## config.mk

```make
export PLATFORM = sky130hd
export DESIGN_NAME = compare_serial_flat
export DESIGN_NICKNAME = d
export VERILOG_FILES = /design/src/rtl/compare_serial_if.sv /design/src/rtl/compare_serial.sv /design/src/flat_wrapper.sv
export SDC_FILE = /design/constraint.sdc
export NUM_CORES = 1
export LEC_CHECK = 0
export CAP_MARGIN = 15
export CORE_MARGIN = 2
export CORE_UTILIZATION = 31
export CTS_CLUSTER_SIZE = 24
export DETAILED_ROUTE_END_ITERATION = 7
export HOLD_SLACK_MARGIN = 0.05
export PLACE_DENSITY_LB_ADDON = 0.12
export SYNTH_ARGS = -nofsm -noshare
export SYNTH_HDL_FRONTEND = slang
export SYNTH_SLANG_ARGS = --single-unit
export TNS_END_PERCENT = 50
```

## constraint.sdc

```tcl
create_clock -name clk -period 1.5 [get_ports clk]
set_input_delay 0.375 -clock clk [delete_from_list [all_inputs] [get_ports clk]]
set_output_delay 0.375 -clock clk [all_outputs]
set_load 0.05 [all_outputs]
```

## src/rtl/compare_serial_if.sv

```systemverilog
// compare_serial_if
//   Bundles the request, bit-stream and verdict signals of the bit-serial
//   magnitude comparator.
//   master : drives start, bit_valid, a_bit, b_bit; observes busy, done, led1..3
//   slave  : the comparator side (inverse directions)
//   start      request to begin a comparison
//   bit_valid  a_bit/b_bit carry the next bit pair (MSB first)
//   busy       comparison in progress
//   done       one-cycle pulse when the verdict is published
//   led1/2/3   a<b / a==b / a>b verdict, held until the next completion
interface compare_serial_if;
    logic start;
    logic bit_valid;
    logic a_bit;
    logic b_bit;
    logic busy;
    logic done;
    logic led1;
    logic led2;
    logic led3;

    modport master (
        output start, bit_valid, a_bit, b_bit,
        input  busy, done, led1, led2, led3
    );

    modport slave (
        input  start, bit_valid, a_bit, b_bit,
        output busy, done, led1, led2, led3
    );
endinterface

```

## src/rtl/compare_serial.sv

```systemverilog
// compare_serial
//   Bit-serial unsigned magnitude comparator. WIDTH bit pairs arrive MSB-first
//   under bit_valid; the first differing pair decides the verdict, the rest are
//   consumed. The verdict is shown on three LEDs that hold until the next
//   comparison completes. All outputs come straight from flops.
//   clk    system clock, rising edge
//   rst_n  synchronous active-low reset (aborts a comparison, no done pulse)
//   bus    compare_serial_if.slave: start, bit_valid, a_bit, b_bit in;
//          busy, done, led1 (a<b), led2 (a==b), led3 (a>b) out
module compare_serial #(
    parameter int unsigned WIDTH = 8
) (
    input logic             clk,
    input logic             rst_n,
    compare_serial_if.slave bus
);

    localparam int unsigned CW = $clog2(WIDTH + 1);

    typedef enum logic [1:0] {
        IDLE = 2'd0,
        RUN  = 2'd1,
        DONE = 2'd2
    } state_t;

    state_t        state, state_nx;
    logic [CW-1:0] cnt, cnt_nx;
    logic          lt_f, gt_f, lt_nx, gt_nx;
    logic          busy_q, done_q;
    logic          led1_q, led2_q, led3_q;

    always_comb begin
        state_nx = state;
        cnt_nx   = cnt;
        lt_nx    = lt_f;
        gt_nx    = gt_f;
        case (state)
            IDLE: begin
                lt_nx = 1'b0;
                gt_nx = 1'b0;
                if (bus.start) begin
                    state_nx = RUN;
                    cnt_nx   = CW'(WIDTH);
                end
            end
            RUN: begin
                if (bus.bit_valid) begin
                    // Flags are sticky: only the first differing pair counts.
                    if (!(lt_f || gt_f)) begin
                        lt_nx = ~bus.a_bit & bus.b_bit;
                        gt_nx = bus.a_bit & ~bus.b_bit;
                    end
                    cnt_nx = cnt - CW'(1);
                    if (cnt == CW'(1)) begin
                        state_nx = DONE;
                    end
                end
            end
            DONE: begin
                state_nx = IDLE;
            end
            default: begin
                state_nx = IDLE;
            end
        endcase
    end

    always_ff @(posedge clk) begin
        if (!rst_n) begin
            state  <= IDLE;
            cnt    <= '0;
            lt_f   <= 1'b0;
            gt_f   <= 1'b0;
            busy_q <= 1'b0;
            done_q <= 1'b0;
            led1_q <= 1'b0;
            led2_q <= 1'b0;
            led3_q <= 1'b0;
        end else begin
            state  <= state_nx;
            cnt    <= cnt_nx;
            lt_f   <= lt_nx;
            gt_f   <= gt_nx;
            // Status flops follow the next state so they line up with it.
            busy_q <= (state_nx == RUN);
            done_q <= (state_nx == DONE);
            // Loading from the next-flag values lets the last bit pair still
            // decide while the LEDs change exactly in the DONE cycle.
            if (state == RUN && state_nx == DONE) begin
                led1_q <= lt_nx;
                led2_q <= ~(lt_nx | gt_nx);
                led3_q <= gt_nx;
            end
        end
    end

    assign bus.busy = busy_q;
    assign bus.done = done_q;
    assign bus.led1 = led1_q;
    assign bus.led2 = led2_q;
    assign bus.led3 = led3_q;

endmodule

```

## src/flat_wrapper.sv

```systemverilog
// flat-port wrapper written by rule: the top's interface ports become plain ports
module compare_serial_flat 
#(
    parameter int unsigned WIDTH = 8
)
  (clk, rst_n, bus_start, bus_bit_valid, bus_a_bit, bus_b_bit, bus_busy, bus_done, bus_led1, bus_led2, bus_led3);
  compare_serial_if bus_i ();
  input logic clk;
  input logic rst_n;
  input wire logic [$bits(bus_i.start)-1:0] bus_start;
  input wire logic [$bits(bus_i.bit_valid)-1:0] bus_bit_valid;
  input wire logic [$bits(bus_i.a_bit)-1:0] bus_a_bit;
  input wire logic [$bits(bus_i.b_bit)-1:0] bus_b_bit;
  output wire logic [$bits(bus_i.busy)-1:0] bus_busy;
  output wire logic [$bits(bus_i.done)-1:0] bus_done;
  output wire logic [$bits(bus_i.led1)-1:0] bus_led1;
  output wire logic [$bits(bus_i.led2)-1:0] bus_led2;
  output wire logic [$bits(bus_i.led3)-1:0] bus_led3;
  assign bus_i.start = bus_start;
  assign bus_i.bit_valid = bus_bit_valid;
  assign bus_i.a_bit = bus_a_bit;
  assign bus_i.b_bit = bus_b_bit;
  assign bus_busy = bus_i.busy;
  assign bus_done = bus_i.done;
  assign bus_led1 = bus_i.led1;
  assign bus_led2 = bus_i.led2;
  assign bus_led3 = bus_i.led3;
  compare_serial #(.WIDTH(WIDTH)) u_core (.clk(clk), .rst_n(rst_n), .bus(bus_i));
endmodule
```

# After elaboration in Yosys (flattened, before gate mapping)
# Index checks and enable logic that the tools add are counted.
# totals
register_bits,13
word_cells,40
input_bits,6
# op_classes
n_reduce_logical,5
bitwise_logic,6
n_eq_ne,6
muxes,13
add_sub_neg,1
# ops
cell,count
two-way mux 4 bit,2
case mux 4 bit (2 select lines),1
two-way mux 2 bit,3
equality test 2 x 1 -> 1 bit (second input constant),2
equality test 4 x 1 -> 1 bit (second input constant),1
two-way mux 1 bit,4
inequality test 2 bit (second input constant),2
case mux 1 bit (2 select lines),2
case mux 2 bit (2 select lines),1
subtractor 4 x 1 -> 4 bit (second input constant),1
NOT 1 bit,3
AND reduction 3 bit,1
AND 1 bit,2
equality test 2 bit (second input constant),1
logical NOT 2 bit,1
nonzero test 2 bit,1
logical AND 1 bit,1
logical OR 1 bit,1
OR 1 bit,1

# Longest topological paths before layout
# depth
depth_word,7
mapped_depth,5
mapped_depth_nobuf,5

# Worst setup path after synthesis
# No wires, ideal clock.
# synth_timing
path_type,register -> register
startpoint,register u_core.cnt[1]
endpoint,"register u_core.led2_q, in the netlist u_core.bus.led2"
arrival_time_ps,1278
required_time_ps,1408
path_stages_with_launch,6
synth_period_minus_slack_ps,1370
setup_ps,92
slack_ps,130
path_buffers,0
path_cell_list,dfxtp_1 -> inv_1 -> ha_1 -> nor3b_1 -> nand4_1 -> o32ai_1
# synth_via
elab_chain_cells,6
# synth_lines
element,line_no,text
from (decl),compare_serial.sv:27,"logic [CW-1:0] cnt, cnt_nx;"
from (signal assigned),compare_serial.sv:81,cnt <= cnt_nx;
equality test 4 x 1 -> 1 bit,compare_serial.sv:54,if (cnt == CW'(1)) begin
two-way mux 2 bit,compare_serial.sv:54,
two-way mux 2 bit,compare_serial.sv:47,if (bus.bit_valid) begin
case mux 2 bit (2 select lines),compare_serial.sv:37,case (state)
equality test 2 bit,compare_serial.sv:89,if (state == RUN && state_nx == DONE) begin
logical AND 1 bit,compare_serial.sv:89,
to (signal assigned),compare_serial.sv:91,led2_q <= ~(lt_nx | gt_nx);
to (decl),compare_serial.sv:30,"logic led1_q, led2_q, led3_q;"
# No other way between the ends.
# A chain may end at the register's enable or synchronous reset.

# Worst setup path in the final report
# layout_timing
startpoint,register u_core.cnt[0]
endpoint,register u_core.cnt[1]
# layout_via
elab_chain_cells,3
# layout_lines
element,line_no,text
subtractor 4 x 1 -> 4 bit,compare_serial.sv:53,cnt_nx = cnt - CW'(1);
two-way mux 4 bit,compare_serial.sv:47,
case mux 4 bit (2 select lines),compare_serial.sv:37,
# No other way between the ends. The select of a mux whose other input is x is not followed.

==> results.ini <==
[run_status]
status = finished, final reports clean

[sta]
worst_slack_ns = 0.08403
period_minus_slack_ns = 1.416
report.final.slew_viol_count = 0
clock.fmax_mhz = 706.2
min_period_over_period_pct = 94.40
hold_viol = 0
setup_viol = 0
hold-worst-slack_ns = 0.4947
tightest_slew_ns = 0.3637
rsz0062_at_grt = false
relSlewSlack_pct = 75.72
skew_ns = 0.002221

[setup_path]
r2r_slack_ns = 0.08
required_ns = 1.71
critical_path_class = reg2reg
cp_max_fo = 4
r2r-end = u_core.cnt[1]$_SDFFE_PN0P_
r2r-start = u_core.cnt[0]$_SDFFE_PN0P_
end_kind = register
arrival_ns = 1.63
reg2reg_depth = 4
start_kind = register

[power]
pwr-share-seq_pct = 52.6
internal_power_mw = 0.5312
peakVddDrop_uv = 620.1
power_density_nw_per_um2 = 847.0
total_power_mw = 0.7133
power_frac_comb_pct = 17.9
p_leak_nw = 0.3606
swShare_pct = 25.53
p_clk_share_pct = 29.5
power_switching_mw = 0.1821

[yosys]
synth_area_um2 = 590.6
yosysWarningCount = 0
async_flop_share_pct = 0
synth_edf_count = 0
synth.most_common_cell = dfxtp_1
yosys-top-cells-area = dfxtp_1 (44%), a21oi_1 (5.9%), ha_1 (4.2%), inv_1 (3.8%), nor3b_1 (3.8%)
ys_top_cells_by_count = dfxtp_1 (13), a21oi_1 (7), inv_1 (6)
synth-seq-area-share_pct = 44.07
synth_top_area_share_pct = 44.07
syn_avg_cell_area_um2 = 9.086
synth_largest_area_cell = dfxtp_1
ys_types = 26
synthesis.nets = 73
synth-main-ff-cell = dfxtp_1
ys_seq_elements = 13
netlist_instances = 65

[final_layout]
antenna_cells = 0
syn_to_final_growth_pct = 42.58
final_cells = 108
drive_above_1_share_pct = 24.10
final_nets = 92

[die]
ioPinCount = 11
die_h_um = 47.65
coreArea_um2 = 1764
die-area_um2 = 2270
start_util_pct = 33.48
die_w_um = 47.65
rows = 15

[detailed_routing]
route.detailed.drc = 0
drt_iter0_drc = 6
routed_wl_mm = 1.215
wl_per_cell_um = 11.25
vias = 529
first_pass_iters = 3
antenna_left = 0
avgViaCountPerCell = 4.898

[min_path]
min_path_cells = 2
min_path_type = reg2reg
hold_path_end = u_core.cnt[2]$_SDFFE_PN0P_
holdCritStartpoint = u_core.cnt[2]$_SDFFE_PN0P_

[grt]
grt_pass1_vias = 513
antenna_found_initial = 0
grt_pass1_wl_mm = 2.201
grt-ovfl-total = 0
grt_max_degree = 13
track_usage_pct = 14.15

[clocking]
cts_hold_buf = 0
htree_levels = 1
numCtsBuffers = 3
cts_root_buffer = clkbuf_4
ctsResizeCount = 0
cts_setup_buffers = 0
clkSinkCount = 13
cts.path.max_buffers = 2
cts_tree = built
path_clk_slew_ns = 0.07
insertion_delay_ns = 0.27

[placement]
preCtsSetupSlack_ns = -0.2834
place_congestion = 0.7253
io_buffer_count = 10
placed_cells = 104
hpwl_um = 910.6

[flow_run]
max_cap_viol_count = 0

## registers in the layout, summed over array words and instances (netlist names)
register         cells
u_core.lt_f          1
u_core.bus.led3      1
u_core.state         2
u_core.bus.busy      1
u_core.bus.led2      1
u_core.gt_f          1
u_core.cnt           4
u_core.bus.led1      1
u_core.bus.done      1
## cells in the final DEF, fill, tap and decap left out, types with 2 or more instances in the layout
cell and count:
clkbuf_4 3, nor3b_1 3, buf_12 5, nand2_1 3, o31ai_1 2, a31oi_1 3, clkdlybuf4s50_1 4, a211oi_1 2
ha_1 2, o21ai_0 3, a21oi_1 6, buf_4 7, nor2_1 2, or4_1 3, a21o_1 2, inv_1 6
dfxtp_1 12
## power by group through the flow
stage	clock [mW]	sequential (mW)	combinational, mW
2_1_floorplan	0	0.388	0.0676
3_3_place_gp	0	0.383	0.127
3_5_place_dp	0	0.383	0.127
4_1_cts	0.223	0.375	0.128
5_1_grt	0.240	0.377	0.143
6_report	0.210	0.375	0.128
## critical path: stages, from the launching register on
cell and delay [ns]:
dfxtp_2 0.35, inv_1 0.06, ha_1 0.28, or4_1 0.52
a21oi_2 0.15
## cell families (layout without fill, tap and decap cells)
kind of cell / count (synthesis) / count (layout) / share of synthesized area [%]
adder cells (fa/ha/maj): 2 / 2 / 4.237
AND/OR/NAND/NOR: 19 / 19 / 20.13
buffers and inverters: 9 / 27 / 6.992
flip-flops: 13 / 13 / 44.07
multiplexers: 1 / 1 / 2.330
AO/OA/AOI/OAI: 21 / 21 / 22.24
## worst max path at each step
| stage | depth (start not counted) | from | slack (ns) | endpoint |
|---|---|---|---|---|
| after CTS | 4 | bus_bit_valid | 0.002 | u_core.cnt[3]$_SDFFE_PN0P_ |
| after global routing | 4 | u_core.cnt[0]$_SDFFE_PN0P_ | 0.01 | u_core.cnt[1]$_SDFFE_PN0P_ |
| after global placement | 4 | bus_bit_valid | -0.23 | u_core.cnt[3]$_SDFFE_PN0P_ |
| after detailed placement | 4 | bus_bit_valid | -0.28 | u_core.cnt[3]$_SDFFE_PN0P_ |
| final | 4 | u_core.cnt[0]$_SDFFE_PN0P_ | 0.08 | u_core.cnt[1]$_SDFFE_PN0P_ |
| after floorplan | 5 | u_core.cnt[1]$_SDFFE_PN0P_ | 0.13 | u_core.bus.led2$_SDFFE_PN0P_ |
## cell type report
| type | instances | area (um^2) |
|---|---|---|
| multi-input cells | 43 | 295.3 |
| well taps | 25 | 31.28 |
| clock buffers | 4 | 26.28 |
| fillers | 182 | 922.1 |
| repair buffers | 17 | 205.2 |
| inverters | 6 | 22.52 |
| flip-flops and latches | 13 | 261.5 |
## metal layers
layer	routed length, um	vias up	global-route usage (%)
met4	13	0	4.865
met5	0	-	0
met2	558	10	21.62
li1	-	274	-
met3	57	2	5.660
met1	586	243	18.18
## through the flow
step | cell area (um^2) | util [%] | setup TNS [ns]
after floorplan | 590.6 | - | 0
after global placement | 805.8 | 45.67 | -1.833
after detailed placement | 805.8 | 45.67 | -1.928
after CTS | 832.0 | 47.16 | 0
after global routing | 842.1 | 47.73 | 0
final | 842.1 | 47.73 | 0
No activity file was read; power rests on OpenSTA's default activity.
